<file path="config.mk">
export PLATFORM = sky130hd
export DESIGN_NAME = ripple_cnt_ctrl
export DESIGN_NICKNAME = d
export VERILOG_FILES = /design/src/rtl/cnt_ctrl_pkg.sv /design/src/rtl/cnt_ctrl_shadow.sv /design/src/rtl/ripple_cnt_ctrl.sv
export SDC_FILE = /design/constraint.sdc
export NUM_CORES = 1
export LEC_CHECK = 0
export ABC_AREA = 0
export CAP_MARGIN = 20
export CORE_MARGIN = 10
export CORE_UTILIZATION = 48
export CTS_BUF_LIST = sky130_fd_sc_hd__clkbuf_4 sky130_fd_sc_hd__clkbuf_8
export DETAILED_ROUTE_END_ITERATION = 16
export PLACE_DENSITY = 0.84
export SYNTH_ARGS = -nofsm -noshare
export SYNTH_HDL_FRONTEND = slang
export SYNTH_SLANG_ARGS = --single-unit
</file>
<file path="constraint.sdc">
create_clock -name clk -period 1.64 [get_ports clk]
set_input_delay 0.328 -clock clk [delete_from_list [all_inputs] [get_ports clk]]
set_output_delay 0.328 -clock clk [all_outputs]
set_load 0.05 [all_outputs]
</file>
<file path="src/rtl/cnt_ctrl_pkg.sv">
// Shared types and constants for the ripple counter sequencer.
package cnt_ctrl_pkg;

    localparam int SETTLE_W = 4;

    typedef enum logic [1:0] {
        IDLE   = 2'd0,
        SETTLE = 2'd1,
        RUN    = 2'd2,
        DONE   = 2'd3
    } state_t;

endpackage

</file>
<file path="src/rtl/cnt_ctrl_shadow.sv">
// Modulo 2^SIZE up/down register that tracks the expected ripple counter value.
module cnt_ctrl_shadow #(
    parameter int SIZE = 4
) (
    input  logic            clk,
    input  logic            rst_n,
    input  logic            en,
    input  logic            up,
    output logic [SIZE-1:0] q
);

    always_ff @(posedge clk or negedge rst_n) begin
        if (!rst_n) begin
            q <= '0;
        end else if (en) begin
            q <= up ? q + SIZE'(1) : q - SIZE'(1);
        end
    end

endmodule

</file>
<file path="src/rtl/ripple_cnt_ctrl.sv">
// Command sequencer for the JK ripple up/down counter with direction-change settle window.
// Optional shadow counter is built when CNT_CTRL_SHADOW_EN is defined.
module ripple_cnt_ctrl
    import cnt_ctrl_pkg::*;
#(
    parameter int SIZE       = 4,
    parameter int STEP_W     = 8,
    parameter int SETTLE_CYC = 2
) (
    input  logic              clk,
    input  logic              rst_n,
    input  logic              cmd_valid,
    output logic              cmd_ready,
    input  logic              cmd_up,
    input  logic [STEP_W-1:0] cmd_steps,
    input  logic              abort,
    output logic              cnt_en,
    output logic              cnt_up,
    output logic              busy,
    output logic              done,
    output logic              done_aborted,
    output logic [SIZE-1:0]   shadow_q
);

    state_t              state;
    state_t              state_d;
    logic [STEP_W-1:0]   steps_left;
    logic [STEP_W-1:0]   steps_d;
    logic [SETTLE_W-1:0] settle_cnt;
    logic [SETTLE_W-1:0] settle_d;
    logic                up_d;
    logic                aborted_d;

    // Handshake: a command transfers on any rising edge where cmd_valid && cmd_ready;
    // cmd_ready is high only in IDLE, and cmd_up/cmd_steps are captured on that edge.
    assign cmd_ready = (state == IDLE);

    always_comb begin
        state_d   = state;
        steps_d   = steps_left;
        settle_d  = settle_cnt;
        up_d      = cnt_up;
        aborted_d = 1'b0;
        case (state)
            IDLE: begin
                if (cmd_valid) begin
                    steps_d = cmd_steps;
                    if (cmd_up != cnt_up) begin
                        state_d  = SETTLE;
                        up_d     = cmd_up;
                        settle_d = SETTLE_W'(SETTLE_CYC - 1);
                    end else if (cmd_steps != '0) begin
                        state_d = RUN;
                    end else begin
                        state_d = DONE;
                    end
                end
            end
            SETTLE: begin
                if (abort) begin
                    state_d   = DONE;
                    aborted_d = 1'b1;
                end else if (settle_cnt == '0) begin
                    state_d = (steps_left != '0) ? RUN : DONE;
                end else begin
                    settle_d = settle_cnt - SETTLE_W'(1);
                end
            end
            RUN: begin
                if (abort) begin
                    state_d   = DONE;
                    aborted_d = 1'b1;
                end else begin
                    steps_d = steps_left - STEP_W'(1);
                    if (steps_left <= STEP_W'(1)) begin
                        state_d = DONE;
                    end
                end
            end
            DONE: begin
                state_d = IDLE;
            end
            default: begin
                state_d = IDLE;
            end
        endcase
    end

    // Outputs are registered from the next state so they line up with the state they describe.
    always_ff @(posedge clk or negedge rst_n) begin
        if (!rst_n) begin
            state        <= IDLE;
            steps_left   <= '0;
            settle_cnt   <= '0;
            cnt_up       <= 1'b1;
            cnt_en       <= 1'b0;
            busy         <= 1'b0;
            done         <= 1'b0;
            done_aborted <= 1'b0;
        end else begin
            state        <= state_d;
            steps_left   <= steps_d;
            settle_cnt   <= settle_d;
            cnt_up       <= up_d;
            cnt_en       <= (state_d == RUN);
            busy         <= (state_d != IDLE);
            done         <= (state_d == DONE);
            done_aborted <= aborted_d;
        end
    end

`ifdef CNT_CTRL_SHADOW_EN
    cnt_ctrl_shadow #(
        .SIZE (SIZE)
    ) u_shadow (
        .clk   (clk),
        .rst_n (rst_n),
        .en    (cnt_en),
        .up    (cnt_up),
        .q     (shadow_q)
    );
`else
    assign shadow_q = '0;
`endif

endmodule

</file>
Yosys cells after proc, flatten, opt, wreduce, memory -nomap -nowiden
Cells that the tools add are included.

word-level totals
  input bits = 13
  register bits after elaboration = 19
  output and inout bits = 10
  word-level logic and storage cells = 52

operators by class
  reduce and logical (&&, ||, !) cells = 11
  equality and inequality tests = 11
  add/subtract/negate cells = 2
  order comparisons = 1
  muxes and demuxes = 19

operators with widths
  operator                                                                          count
  4-bit two-way mux                                                                 4
  8-bit two-way mux                                                                 2
  8-bit case mux with 2 select lines                                                1
  8-bit nonzero test                                                                2
  2-bit two-way mux                                                                 6
  2-bit equality test, second input constant                                        4
  8-bit by 1-bit less-or-equal comparator with 1-bit output, second input constant  1
  2-bit != test, second input constant                                              4
  2-bit case mux with 4 select lines                                                1
  4-bit case mux with 2 select lines                                                1
  8-bit by 1-bit subtractor with 8-bit output, second input constant                1
  3-bit AND reduction                                                               2
  2-bit nonzero test                                                                3
  5-bit AND reduction                                                               1
  4-bit logical NOT                                                                 1
  1-bit two-way mux                                                                 4
  4-bit by 1-bit subtractor with 4-bit output, second input constant                1
  2-bit by 1-bit equality test with 1-bit output, second input constant             1
  2-bit logical NOT                                                                 1
  2-bit by 1-bit != test with 1-bit output, second input constant                   1
  2-bit OR reduction                                                                1
  1-bit != test                                                                     1

Longest topological paths before layout
  depth in word-level cells = 6
  depth in mapped cells = 7
  mapped depth without buffers = 6

Worst setup path before layout
Ideal clock, no wire load.

  path kind = register -> register
  from = reg state[0]
  to = reg steps_left[2]
  library setup time = 127 ps
  period minus slack after synthesis = 2,073 ps
  arrival time = 1,946 ps
  cell stages (with the launch flop) = 8
  path buffers = 1
  data required time = 1,513 ps
  slack = -433 ps
  path through = dfrtp_1 -> inv_1 -> ha_1 -> mux2_4 -> and2_1 -> buf_2 -> o22ai_1 -> a21oi_1

between the ends
  word-level cells in the longest chain between the ends = 3
  elaborated cells on any way between the ends = 7
  classes of those cells = eq/ne: 3; mux: 1; reduce/logical: 3

ends and longest elaborated chain
  element                                                                      line                    text
  from (decl)                                                                  ripple_cnt_ctrl.sv:25   state_t state;
  from (signal assigned)                                                       ripple_cnt_ctrl.sv:101  state <= state_d;
  2-bit logical NOT *                                                          n/a
  named net cmd_ready                                                          ripple_cnt_ctrl.sv:13   output logic cmd_ready,
  2-bit != test (no source line) / 2-bit nonzero test (equally long branches)  n/a
  3-bit AND reduction (no source line)                                         n/a
  to (signal assigned)                                                         ripple_cnt_ctrl.sv:102  steps_left <= steps_d;
  to (decl)                                                                    ripple_cnt_ctrl.sv:27   logic [STEP_W-1:0] steps_left;

The timed path passes the listed nets; every way through them passes the cells marked *.
A chain may end at the register's enable or synchronous reset.

Final worst setup path
  from = reg steps_left[0]
  to = reg cnt_en

between the ends
  word-level cells in the longest chain between the ends = 6
  elaborated cells on any way between the ends = 9
  classes of those cells = order compare: 1; eq/ne: 1; mux: 6; reduce/logical: 1

ends and longest elaborated chain
  element                                                                                                            line                    text
  parallel branches: the longest is 4 deep, another holds 8-bit by 1-bit less-or-equal comparator with 1-bit output  n/a
  2-bit case mux with 4 select lines *                                                                               ripple_cnt_ctrl.sv:44   case (state)
  2-bit equality test *                                                                                              ripple_cnt_ctrl.sv:105  cnt_en <= (state_d == RUN);
  to (signal assigned)                                                                                               ripple_cnt_ctrl.sv:105
  to (decl)                                                                                                          ripple_cnt_ctrl.sv:17   output logic cnt_en,

Every way passes the cells marked *.

==> flow_summary.toml <==
[critical_path]
setup.worst_path.end_class = "flop"
timing.rr.start = "steps_left[0]"
crit_type = "flop to flop"
start_kind = "flop"
worstPathMaxFanout = 4
startpoint = "steps_left[0]"
crit_required_ps = 1880
crit_arrival_ps = 2030

[floorplanning]
die_area_um2 = 4990
chipHeight_um = 70.6
die_w_um = 70.6
initial_core_util = 0.501
coreArea_um2 = 2450
row_count = 18
io_pins = 23

[power]
p_leak_nw = 0.868
switching_share = 0.461
clockPowerShare = 0.059
internal-power_mw = 2.25
pwr-share-seq = 0.236
p_total_mw = 4.18
combPwrFrac = 0.705
p_sw_mw = 1.93
powerDensity_nw_per_um2 = 2130
vdd_drop_max_v = 0.00171

[cells_and_area]
utilization = 0.798
final_common_cell = "buf_4"
layout.nets = 211
fin_area_um2 = 1960
syn2layout_area_growth_pct = 59.3
layout_common_cells = "44 x buf_4, 17 x dfrtp_1, 12 x clkdlybuf4s50_1"
drive_above_1_share = 0.505
n_antenna_cell = 0

[worst_hold_path]
hold_path_class = "input pin to asynchronous set/reset pin"

[routing]
drt_pass1_iterations = 4
dr_total_vias = 1296
drt_iter0_markers = 164
ant_nets = 0
drc = 0
via_per_inst = 5.89
routed_wl_um = 4230
wl_per_cell_um = 19.2

[cts]
cts.sinks = 19
cts.path.max_buffers = 2
clk_pin_slew_ps = 110
ctsHoldBuffers = 0
root_buffer = "clkbuf_4"
cts_tree = "built"
cts_buffers = 3
clock_latency_ps = 300
htreeDepth = 1

[place]
dpl_cell_area_um2 = 1630
dp_hpwl_um = 2540
numPortBuffers = 18
gp_congestion = 0.885

[yosys]
yosys.area.top_type = "dfrtp_1"
synth_area_leaders = "dfrtp_1 37%, ha_1 7.1%, a21oi_1 3.7%"
synth_cell_types = 46
syn_area_per_cell_um2 = 9.53
yosys_register_bits = 19
ys_seq_area_frac = 0.388
synth_edf_count = 0
async_reset_ff_frac = 1.00
synth_ff_type = "dfrtp_1"
synthCells = 129
synthesis.area_um2 = 1230
ys_warn_count = 0
synth.top_cell.area_share = 0.366

[run_status]
status = "finished with violations"
violations = "negative setup slack"

[grt]
antenna_found_initial = 0
globalRouteTotalUtil = 0.140
grt_max_degree = 20
grt_pass1_wl_um = 6020
grt_pass1_vias = 1287
grt_overflow = 0

[timing]
tns_ps = -640
min_period_ps = 1780
setup_violations = 9
hold_viol = 0
fmax_ghz = 0.561
drv_slew = 0
hold_slack_ps = 345
rsz0062_at_grt = "true"
worst_slack_ps = -141
post-route-period-util = 1.09
finalClockSkew_ps = 0.922

[flow_run]
cap_violations = 0
path summary, 6_finish.rpt:
path | slack (ps) | depth (start not counted) | to
worst max-delay path | -140 | 7 | cnt_en
worst min-delay path | 340 | 2 | settle_cnt[1]
worst max register to register | -140 | 7 | cnt_en
worst min register to register | 610 | 2 | steps_left[1]
max in group asynchronous | 1030 | 2 | cnt_up
min in group clk | 610 | 2 | steps_left[1]
repair_timing:
| item | in CTS | in global routing |
|---|---|---|
| buffers inserted | 13 | 5 |
| pin swaps | 10 | 15 |
| endpoints found under the setup margin | 7 | 15 |
| gates cloned | 0 | 1 |
| resized for setup | 3 | 35 |
worst max-delay path, cell delays in order, from the launching register on:
cell and delay [ps]:
dfrtp_1 430, inv_2 70, ha_4 150, buf_4 140, nor3b_2 160, and3_1 230
o311ai_4 300, and3b_1 240
routing by layer:
metal  global-route usage  up-vias  wire (um)
met4               0.0516        0        107
met1                0.167      615       1630
met3               0.0363       13        285
li1                     -      592          -
met5                    0        -          0
met2                0.236       76       2200
synth_stat cells (2+ instances only):
| cell type | number |
|---|---|
| o21a_1 | 2 |
| a21oi_1 | 9 |
| nand2_1 | 6 |
| nand3_1 | 3 |
| nor3b_2 | 2 |
| o21ai_1 | 3 |
| nand4_1 | 4 |
| inv_1 | 11 |
| ha_1 | 7 |
| mux2i_1 | 4 |
| nor4_1 | 3 |
| o21ai_0 | 4 |
| a21o_1 | 2 |
| or4_1 | 2 |
| and2_1 | 2 |
| buf_4 | 4 |
| o22ai_1 | 6 |
| nor2_1 | 6 |
| o31ai_1 | 2 |
| nand3b_1 | 2 |
| buf_2 | 2 |
| dfrtp_1 | 18 |
| clkbuf_1 | 2 |
per-stage QoR:
step           std cells  worst slack [ps]
2_1_floorplan        132             -59.6
3_3_place_gp         197              -276
3_5_place_dp         197              -331
4_1_cts              214              -109
5_1_grt              220              -233
6_report             220              -141
cells by family (layout without fill, tap and decap cells):
group	Yosys count	count (layout)	share of synthesized area
AO/OA/AOI/OAI	36	36	0.204
XOR/XNOR	1	1	0.00712
flip-flops	19	19	0.388
other	1	4	0.00305
buffers and inverters	20	77	0.0753
AND/OR/NAND/NOR	39	40	0.197
adder cells (fa/ha/maj)	7	7	0.0712
multiplexers	6	6	0.0539
cell type report:
class	instances	area, um^2
Sequential cell	19	478
Inverter	12	45.0
Clock buffer	3	22.5
Multi-Input combinational cell	94	847
Fill cell	145	495
Tap cell	30	37.5
Timing Repair Buffer	61	524
Clock inverter	1	5.00
flip-flops by register name, indices dropped and copies added (netlist names):
name and cells:
state 2, settle_cnt 4, done_aborted 1, done 1, busy 1, cnt_up 1
steps_left 8, cnt_en 1
power by group through the flow:
stage	clock network, mW	registers (mW)	logic, mW
2_1_floorplan	0	1.06	1.25
6_report	0.247	0.988	2.94
3_3_place_gp	0	0.909	2.07
4_1_cts	0.253	0.919	2.42
5_1_grt	0.275	1.01	3.19
3_5_place_dp	0	0.929	2.15
Power figures use the tool's default switching activity.
